`src/rtl/ibex_pkg.sv`:
```
// Shared types for the instruction trace buffer: FSM state encoding,
// the captured retirement record and a small saturating-counter helper.
package ibex_pkg;

   typedef enum logic [1:0] {
      IDLE  = 2'd0,
      ARMED = 2'd1,
      POST  = 2'd2,
      DONE  = 2'd3
   } trace_state_e;

   // One retired instruction as seen on RVFI (103 bits).
   typedef struct packed {
      logic [31:0] pc;
      logic [31:0] insn;
      logic [4:0]  rd_addr;
      logic [31:0] rd_wdata;
      logic        trap;
      logic        intr;
   } trace_rec_t;

   // Increment that sticks at all-ones instead of wrapping.
   function automatic logic [15:0] sat_inc16(input logic [15:0] v);
      return (v == 16'hFFFF) ? v : v + 16'd1;
   endfunction

endpackage

```
`src/rtl/ibex_trace_mem.sv`:
```
// Record storage for the trace buffer: Depth flop slots, one synchronous
// write port and one combinational read port. Contents are not reset.
module ibex_trace_mem
   import ibex_pkg::*;
#(
   parameter int unsigned Depth = 16
) (
   input  logic                       clk_i,
   input  logic                       we_i,
   input  logic [$clog2(Depth)-1:0]   waddr_i,
   input  trace_rec_t                 wdata_i,
   input  logic [$clog2(Depth)-1:0]   raddr_i,
   output trace_rec_t                 rdata_o
);

   trace_rec_t mem_q [Depth];

   // Write one record per enabled cycle.
   always_ff @(posedge clk_i) begin
      if (we_i) begin
         mem_q[waddr_i] <= wdata_i;
      end
   end

   assign rdata_o = mem_q[raddr_i];

endmodule

```
`src/rtl/ibex_trace_buffer.sv`:
```
// Circular trace buffer for retired instructions. After arming it records
// every retirement, keeping the newest Depth entries; a PC match or a trap
// fires the trigger, PostTrig further records are captured, and the frozen
// contents are then drained oldest-first through a valid/ready port.
module ibex_trace_buffer
   import ibex_pkg::*;
#(
   parameter int unsigned Depth      = 16,
   parameter int unsigned PostTrig   = 8,
   parameter bit          TrapTrigEn = 1'b1
) (
   input  logic                       clk_i,
   input  logic                       rst_ni,
   input  logic                       arm_i,
   input  logic                       trig_pc_en_i,
   input  logic [31:0]                trig_pc_i,
   input  logic                       rvfi_valid_i,
   input  logic [31:0]                rvfi_pc_rdata_i,
   input  logic [31:0]                rvfi_insn_i,
   input  logic [4:0]                 rvfi_rd_addr_i,
   input  logic [31:0]                rvfi_rd_wdata_i,
   input  logic                       rvfi_trap_i,
   input  logic                       rvfi_intr_i,
   output logic                       rd_valid_o,
   input  logic                       rd_ready_i,
   output trace_rec_t                 rd_rec_o,
   output logic                       rd_last_o,
   output trace_state_e               state_o,
   output logic [$clog2(Depth):0]     count_o,
   output logic                       trig_o,
   output logic [15:0]                dropped_o
);

   localparam int unsigned AW = $clog2(Depth);
   localparam int unsigned CW = AW + 1;
   localparam logic [CW-1:0] Full = CW'(Depth);
   // Post-trigger counter value at which the last post-trigger record lands.
   localparam logic [AW-1:0] PostLast = AW'((PostTrig == 0) ? 0 : PostTrig - 1);

   if (Depth < 4 || (Depth & (Depth - 1)) != 0) begin : g_bad_depth
      $error("ibex_trace_buffer: Depth must be a power of two and at least 4");
   end
   if (PostTrig >= Depth) begin : g_bad_post
      $error("ibex_trace_buffer: PostTrig must be smaller than Depth");
   end

   trace_state_e  state_q, state_d;
   logic [AW-1:0] wptr_q, wptr_d;
   logic [AW-1:0] rptr_q, rptr_d;
   logic [CW-1:0] count_q, count_d;
   logic [15:0]   dropped_q, dropped_d;
   logic [AW-1:0] post_q, post_d;
   logic          trig_q, trig_d;
   logic          mem_we;
   logic          trigger;
   trace_rec_t    wr_rec;

   assign wr_rec = '{
      pc:       rvfi_pc_rdata_i,
      insn:     rvfi_insn_i,
      rd_addr:  rvfi_rd_addr_i,
      rd_wdata: rvfi_rd_wdata_i,
      trap:     rvfi_trap_i,
      intr:     rvfi_intr_i
   };

   assign trigger = rvfi_valid_i &
                    ((trig_pc_en_i & (rvfi_pc_rdata_i == trig_pc_i)) |
                     (TrapTrigEn & rvfi_trap_i));

   // Next-state logic: arming wins over everything, then capture or readout.
   always_comb begin
      state_d   = state_q;
      wptr_d    = wptr_q;
      rptr_d    = rptr_q;
      count_d   = count_q;
      dropped_d = dropped_q;
      post_d    = post_q;
      trig_d    = 1'b0;
      mem_we    = 1'b0;

      if (arm_i) begin
         state_d   = ARMED;
         wptr_d    = '0;
         rptr_d    = '0;
         count_d   = '0;
         dropped_d = '0;
         post_d    = '0;
      end else begin
         unique case (state_q)
            ARMED, POST: begin
               if (rvfi_valid_i) begin
                  mem_we = 1'b1;
                  wptr_d = wptr_q + AW'(1);
                  // A full buffer drops its oldest entry to make room.
                  if (count_q == Full) begin
                     rptr_d    = rptr_q + AW'(1);
                     dropped_d = sat_inc16(dropped_q);
                  end else begin
                     count_d = count_q + CW'(1);
                  end
                  if (state_q == ARMED) begin
                     if (trigger) begin
                        trig_d  = 1'b1;
                        post_d  = '0;
                        state_d = (PostTrig == 0) ? DONE : POST;
                     end
                  end else begin
                     post_d = post_q + AW'(1);
                     if (post_q == PostLast) begin
                        state_d = DONE;
                     end
                  end
               end
            end
            DONE: begin
               if (count_q == '0) begin
                  state_d = IDLE;
               end else if (rd_ready_i) begin
                  rptr_d  = rptr_q + AW'(1);
                  count_d = count_q - CW'(1);
                  if (count_q == CW'(1)) begin
                     state_d = IDLE;
                  end
               end
            end
            default: begin
               // IDLE: retirements are ignored until the next arm.
            end
         endcase
      end
   end

   // Control state registers with asynchronous clear.
   always_ff @(posedge clk_i or negedge rst_ni) begin
      if (!rst_ni) begin
         state_q   <= IDLE;
         wptr_q    <= '0;
         rptr_q    <= '0;
         count_q   <= '0;
         dropped_q <= '0;
         post_q    <= '0;
         trig_q    <= 1'b0;
      end else begin
         state_q   <= state_d;
         wptr_q    <= wptr_d;
         rptr_q    <= rptr_d;
         count_q   <= count_d;
         dropped_q <= dropped_d;
         post_q    <= post_d;
         trig_q    <= trig_d;
      end
   end

   ibex_trace_mem #(
      .Depth (Depth)
   ) u_mem (
      .clk_i   (clk_i),
      .we_i    (mem_we),
      .waddr_i (wptr_q),
      .wdata_i (wr_rec),
      .raddr_i (rptr_q),
      .rdata_o (rd_rec_o)
   );

   assign rd_valid_o = (state_q == DONE) && (count_q != '0);
   assign rd_last_o  = (count_q == CW'(1));
   assign state_o    = state_q;
   assign count_o    = count_q;
   assign trig_o     = trig_q;
   assign dropped_o  = dropped_q;

endmodule
```
`config.mk`:
```
export PLATFORM = sky130hd
export DESIGN_NAME = ibex_trace_buffer
export DESIGN_NICKNAME = d
export VERILOG_FILES = /design/src/rtl/ibex_pkg.sv /design/src/rtl/ibex_trace_mem.sv /design/src/rtl/ibex_trace_buffer.sv
export SDC_FILE = /design/constraint.sdc
export NUM_CORES = 1
export LEC_CHECK = 0
export BUFFER_PORTS_ARGS = -buffer_cell sky130_fd_sc_hd__buf_2
export CELL_PAD_IN_SITES_DETAIL_PLACEMENT = 0
export CELL_PAD_IN_SITES_GLOBAL_PLACEMENT = 1
export CORE_ASPECT_RATIO = 0.75
export CORE_MARGIN = 2
export CORE_UTILIZATION = 50
export DETAILED_ROUTE_END_ITERATION = 8
export GPL_TIMING_DRIVEN = 0
export PLACE_DENSITY = 0.83
export REMOVE_ABC_BUFFERS = 1
export SLEW_MARGIN = 10
export SYNTH_ARGS = -nofsm -noshare
export SYNTH_HDL_FRONTEND = slang
export SYNTH_SLANG_ARGS = --single-unit
export TNS_END_PERCENT = 30
```
`constraint.sdc`:
```
create_clock -name clk_i -period 9.41 [get_ports clk_i]
set_input_delay 0.941 -clock clk_i [delete_from_list [all_inputs] [get_ports clk_i]]
set_output_delay 0.941 -clock clk_i [all_outputs]
set_load 0.005 [all_outputs]
```
==> impl_metrics.json <==
{
  "rsz0062_at_grt": "false",
  "drive_gt1_share_pct": 37.88,
  "start_kind": "flip-flop",
  "drt-total-wl_mm": 145.3,
  "remaining_drc_errors": 0,
  "skew_ns": 0.02249,
  "finalMaxSlewViolations": 0,
  "numCtsBuffers": 158,
  "hold_path.class": "primary input to asynchronous set/reset pin",
  "ir_drop_mv": 0.1831,
  "seqCellArea_um2": 50400,
  "mostFrequentLayoutCells": "1,648 x edfxtp_1, 515 x mux4_2, 269 x buf_2",
  "groute.usage.overall_pct": 22.44,
  "area_delta_synth_final_pct": 16.92,
  "viasPerCell": 6.168,
  "critPathCaptureType": "primary output",
  "io_pins": 270,
  "drt_pass1_iterations": 7,
  "fin_ws_ns": 3.904,
  "hold_violations": 0,
  "reg2reg_slack_ns": 5.10,
  "synthCells": 2566,
  "syn_area_um2": 64260,
  "nFillCells": 8475,
  "period_share_pct": 58.52,
  "worst_r2r_path_depth": 11,
  "place_congestion": 0.7551,
  "die-area_um2": 131400,
  "cts_buffer_depth": 3,
  "clk_latency_ns": 0.79,
  "row_count": 113,
  "timing.fmax_ghz": 0.1816,
  "wl_per_cell_um": 30.04,
  "cp_num_buf_inv": 6,
  "critical_path_arrival_ns": 4.57,
  "regToRegStartpoint": "state_o[0]",
  "path_delay_family": "buffers and inverters",
  "worst_path_max_delay_cell": "dfrtp_4",
  "die_x_um": 418.0,
  "grt_remaining_overflow": 0,
  "cpMostUsedCell": "buf_16",
  "total_power_mw": 17.95,
  "critical_path.max_stage_delay_ns": 0.91,
  "tightest_slew_ns": 1.051,
  "clk_pin_slew_worst_paths_ns": 0.06,
  "power-per-cell-area_nw_per_um2": 238.8,
  "ctsHoldBuffers": 0,
  "relSlewSlack_pct": 29.41,
  "vias": 29840,
  "synthArstFlopShare_pct": 2.138,
  "yosysWarnings": 0,
  "postCtsSetupRepairBufs": 0,
  "final_area_um2": 75140,
  "grt_max_degree": 61,
  "synth_edf_count": 1648,
  "tns_ns": 0,
  "cts_resized": 0,
  "ant_nets": 0,
  "start_util_pct": 50.56,
  "drtIter0Drc": 3407,
  "synth_flop_cell": "edfxtp_1",
  "final_nets": 3192,
  "place_ws_ns": 4.588,
  "leakage_nw": 23.61,
  "multi_input_area_um2": 13290,
  "clock_tree.root_cell": "clkbuf_16",
  "setup_viol_count_final": 0,
  "crit_chain": "buf_16, buf_16, buf_16, buf_16, buf_12, mux4_2, mux4_2, buf_2",
  "core_area_um2": 127100,
  "holdWs_ns": 0.2569,
  "ys_seq_elements": 1684,
  "postPlaceCellArea_um2": 70170,
  "cp.required_ns": 8.47,
  "yosysSeqAreaShare_pct": 78.41,
  "ys_types": 47,
  "hpwl_mm": 89.90,
  "antenna_found_initial": 9,
  "final_common_cell": "edfxtp_1",
  "grt_first_pass_wirelength_mm": 213.0,
  "ctsHtreeMaxLevel": 4,
  "worstReg2RegEnd": "u_mem.mem_q[3][44]",
  "cts_tree": "done",
  "outcome": "completed",
  "cts_sinks": 1684,
  "grt_pass1_vias": 31680,
  "path_class": "flip-flop to primary output",
  "finalCriticalPeriod_ns": 5.506,
  "die_h_um": 314.5,
  "path_max_fanout": 40,
  "maxCapViolCount": 0,
  "portBuffers": 269,
  "syn_area_per_cell_um2": 25.04
}
## cell families after synthesis
| group | after synthesis | share of synthesized area, % |
|---|---|---|
| xor gates and xnor gates | 50 | 0.6814 |
| adders and majority gates | 13 | 0.2531 |
| muxes | 521 | 18.15 |
| and+or+nand+nor | 128 | 1.030 |
| buffers and inverters | 137 | 1.096 |
| AOI/OAI and AO/OA | 33 | 0.3855 |
| DFF | 1684 | 78.41 |
## synthesized netlist by cell type (2+ instances only)
cell type | n | area share (%)
and3_1 | 2 | 0.019
nor3_1 | 8 | 0.062
nand4_1 | 12 | 0.12
nand2b_1 | 9 | 0.088
xor2_1 | 17 | 0.23
o32ai_1 | 2 | 0.027
buf_1 | 10 | 0.058
nor2b_1 | 5 | 0.049
and4_1 | 2 | 0.027
xnor2_1 | 33 | 0.45
nand4b_1 | 3 | 0.041
nand3_1 | 13 | 0.10
clkbuf_1 | 56 | 0.33
nor4b_1 | 2 | 0.027
mux2_1 | 2 | 0.035
o21ai_1 | 4 | 0.031
inv_1 | 8 | 0.047
or3_1 | 3 | 0.029
a21oi_1 | 14 | 0.11
buf_4 | 25 | 0.29
buf_2 | 28 | 0.22
ha_1 | 13 | 0.25
mux2i_1 | 4 | 0.062
nor2_1 | 43 | 0.25
mux4_2 | 515 | 18
o21ai_0 | 3 | 0.023
nand2_1 | 21 | 0.12
dfrtp_1 | 36 | 1.4
buf_6 | 8 | 0.14
edfxtp_1 | 1648 | 77
## worst register-to-register path, stage by stage, from the launching register on
cell and delay [ns]:
dfrtp_1 0.44, ha_1 0.40, nand2b_1 0.34, nor2_1 0.41, nand2_1 0.33, nor3_2 0.59, buf_4 0.33, buf_4 0.24
buf_4 0.24, buf_4 0.22, buf_4 0.22, buf_4 0.23
## flip-flops by register name, indices dropped and copies added, names as in the netlist
register,count
trig_o,1
u_mem.mem_q,1648
rptr_q,4
dropped_o,16
wptr_q,4
state_o,2
count_o,5
post_q,4
## through the flow
step | utilization [%] | std cells
floorplan | - | 2438
global placement | 52.73 | 4374
detailed placement | 55.21 | 4545
CTS | 59.10 | 4832
global route | 59.11 | 4834
finish | 59.11 | 4838
## power breakdown
part / internal (mW) / switching [mW] / total (mW) / leakage (nW)
clock: 3.40 / 2.71 / 6.11 / 2.41
sequential: 8.40 / 0.122 / 8.53 / 15.3
combinational: 1.79 / 1.53 / 3.31 / 5.87
total: 13.6 / 4.36 / 17.9 / 23.6
## worst max-delay path by stage
| stage | from | end | slack, ns | cells past startpoint |
|---|---|---|---|---|
| floorplan | rptr_q[0] | rd_rec_o[0] | -8.31 | 2 |
| global placement | rptr_q[0] | rd_rec_o[65] | -14.44 | 3 |
| detailed placement | rptr_q[0] | rd_rec_o[33] | 4.59 | 8 |
| CTS | rptr_q[0] | rd_rec_o[33] | 3.71 | 8 |
| global route | rptr_q[0] | rd_rec_o[33] | 3.56 | 8 |
| finish | rptr_q[0] | rd_rec_o[33] | 3.90 | 8 |
## routing by layer
metal / GRT usage [%] / routed length [µm]
met2: 37.49 / 74360
met5: 0 / 43
met1: 30.59 / 57160
met3: 4.177 / 10490
met4: 6.449 / 3274
## layout make-up
type	instances	area share, %
multi-input cells	745	17.68
inverters	9	0.04496
diodes	6	0.01998
well taps	1667	2.776
clock inverters	93	1.006
flip-flops and latches	1684	67.08
clock buffers	194	5.583
repair buffers	440	5.803
(Power assumes the default switching activity.)
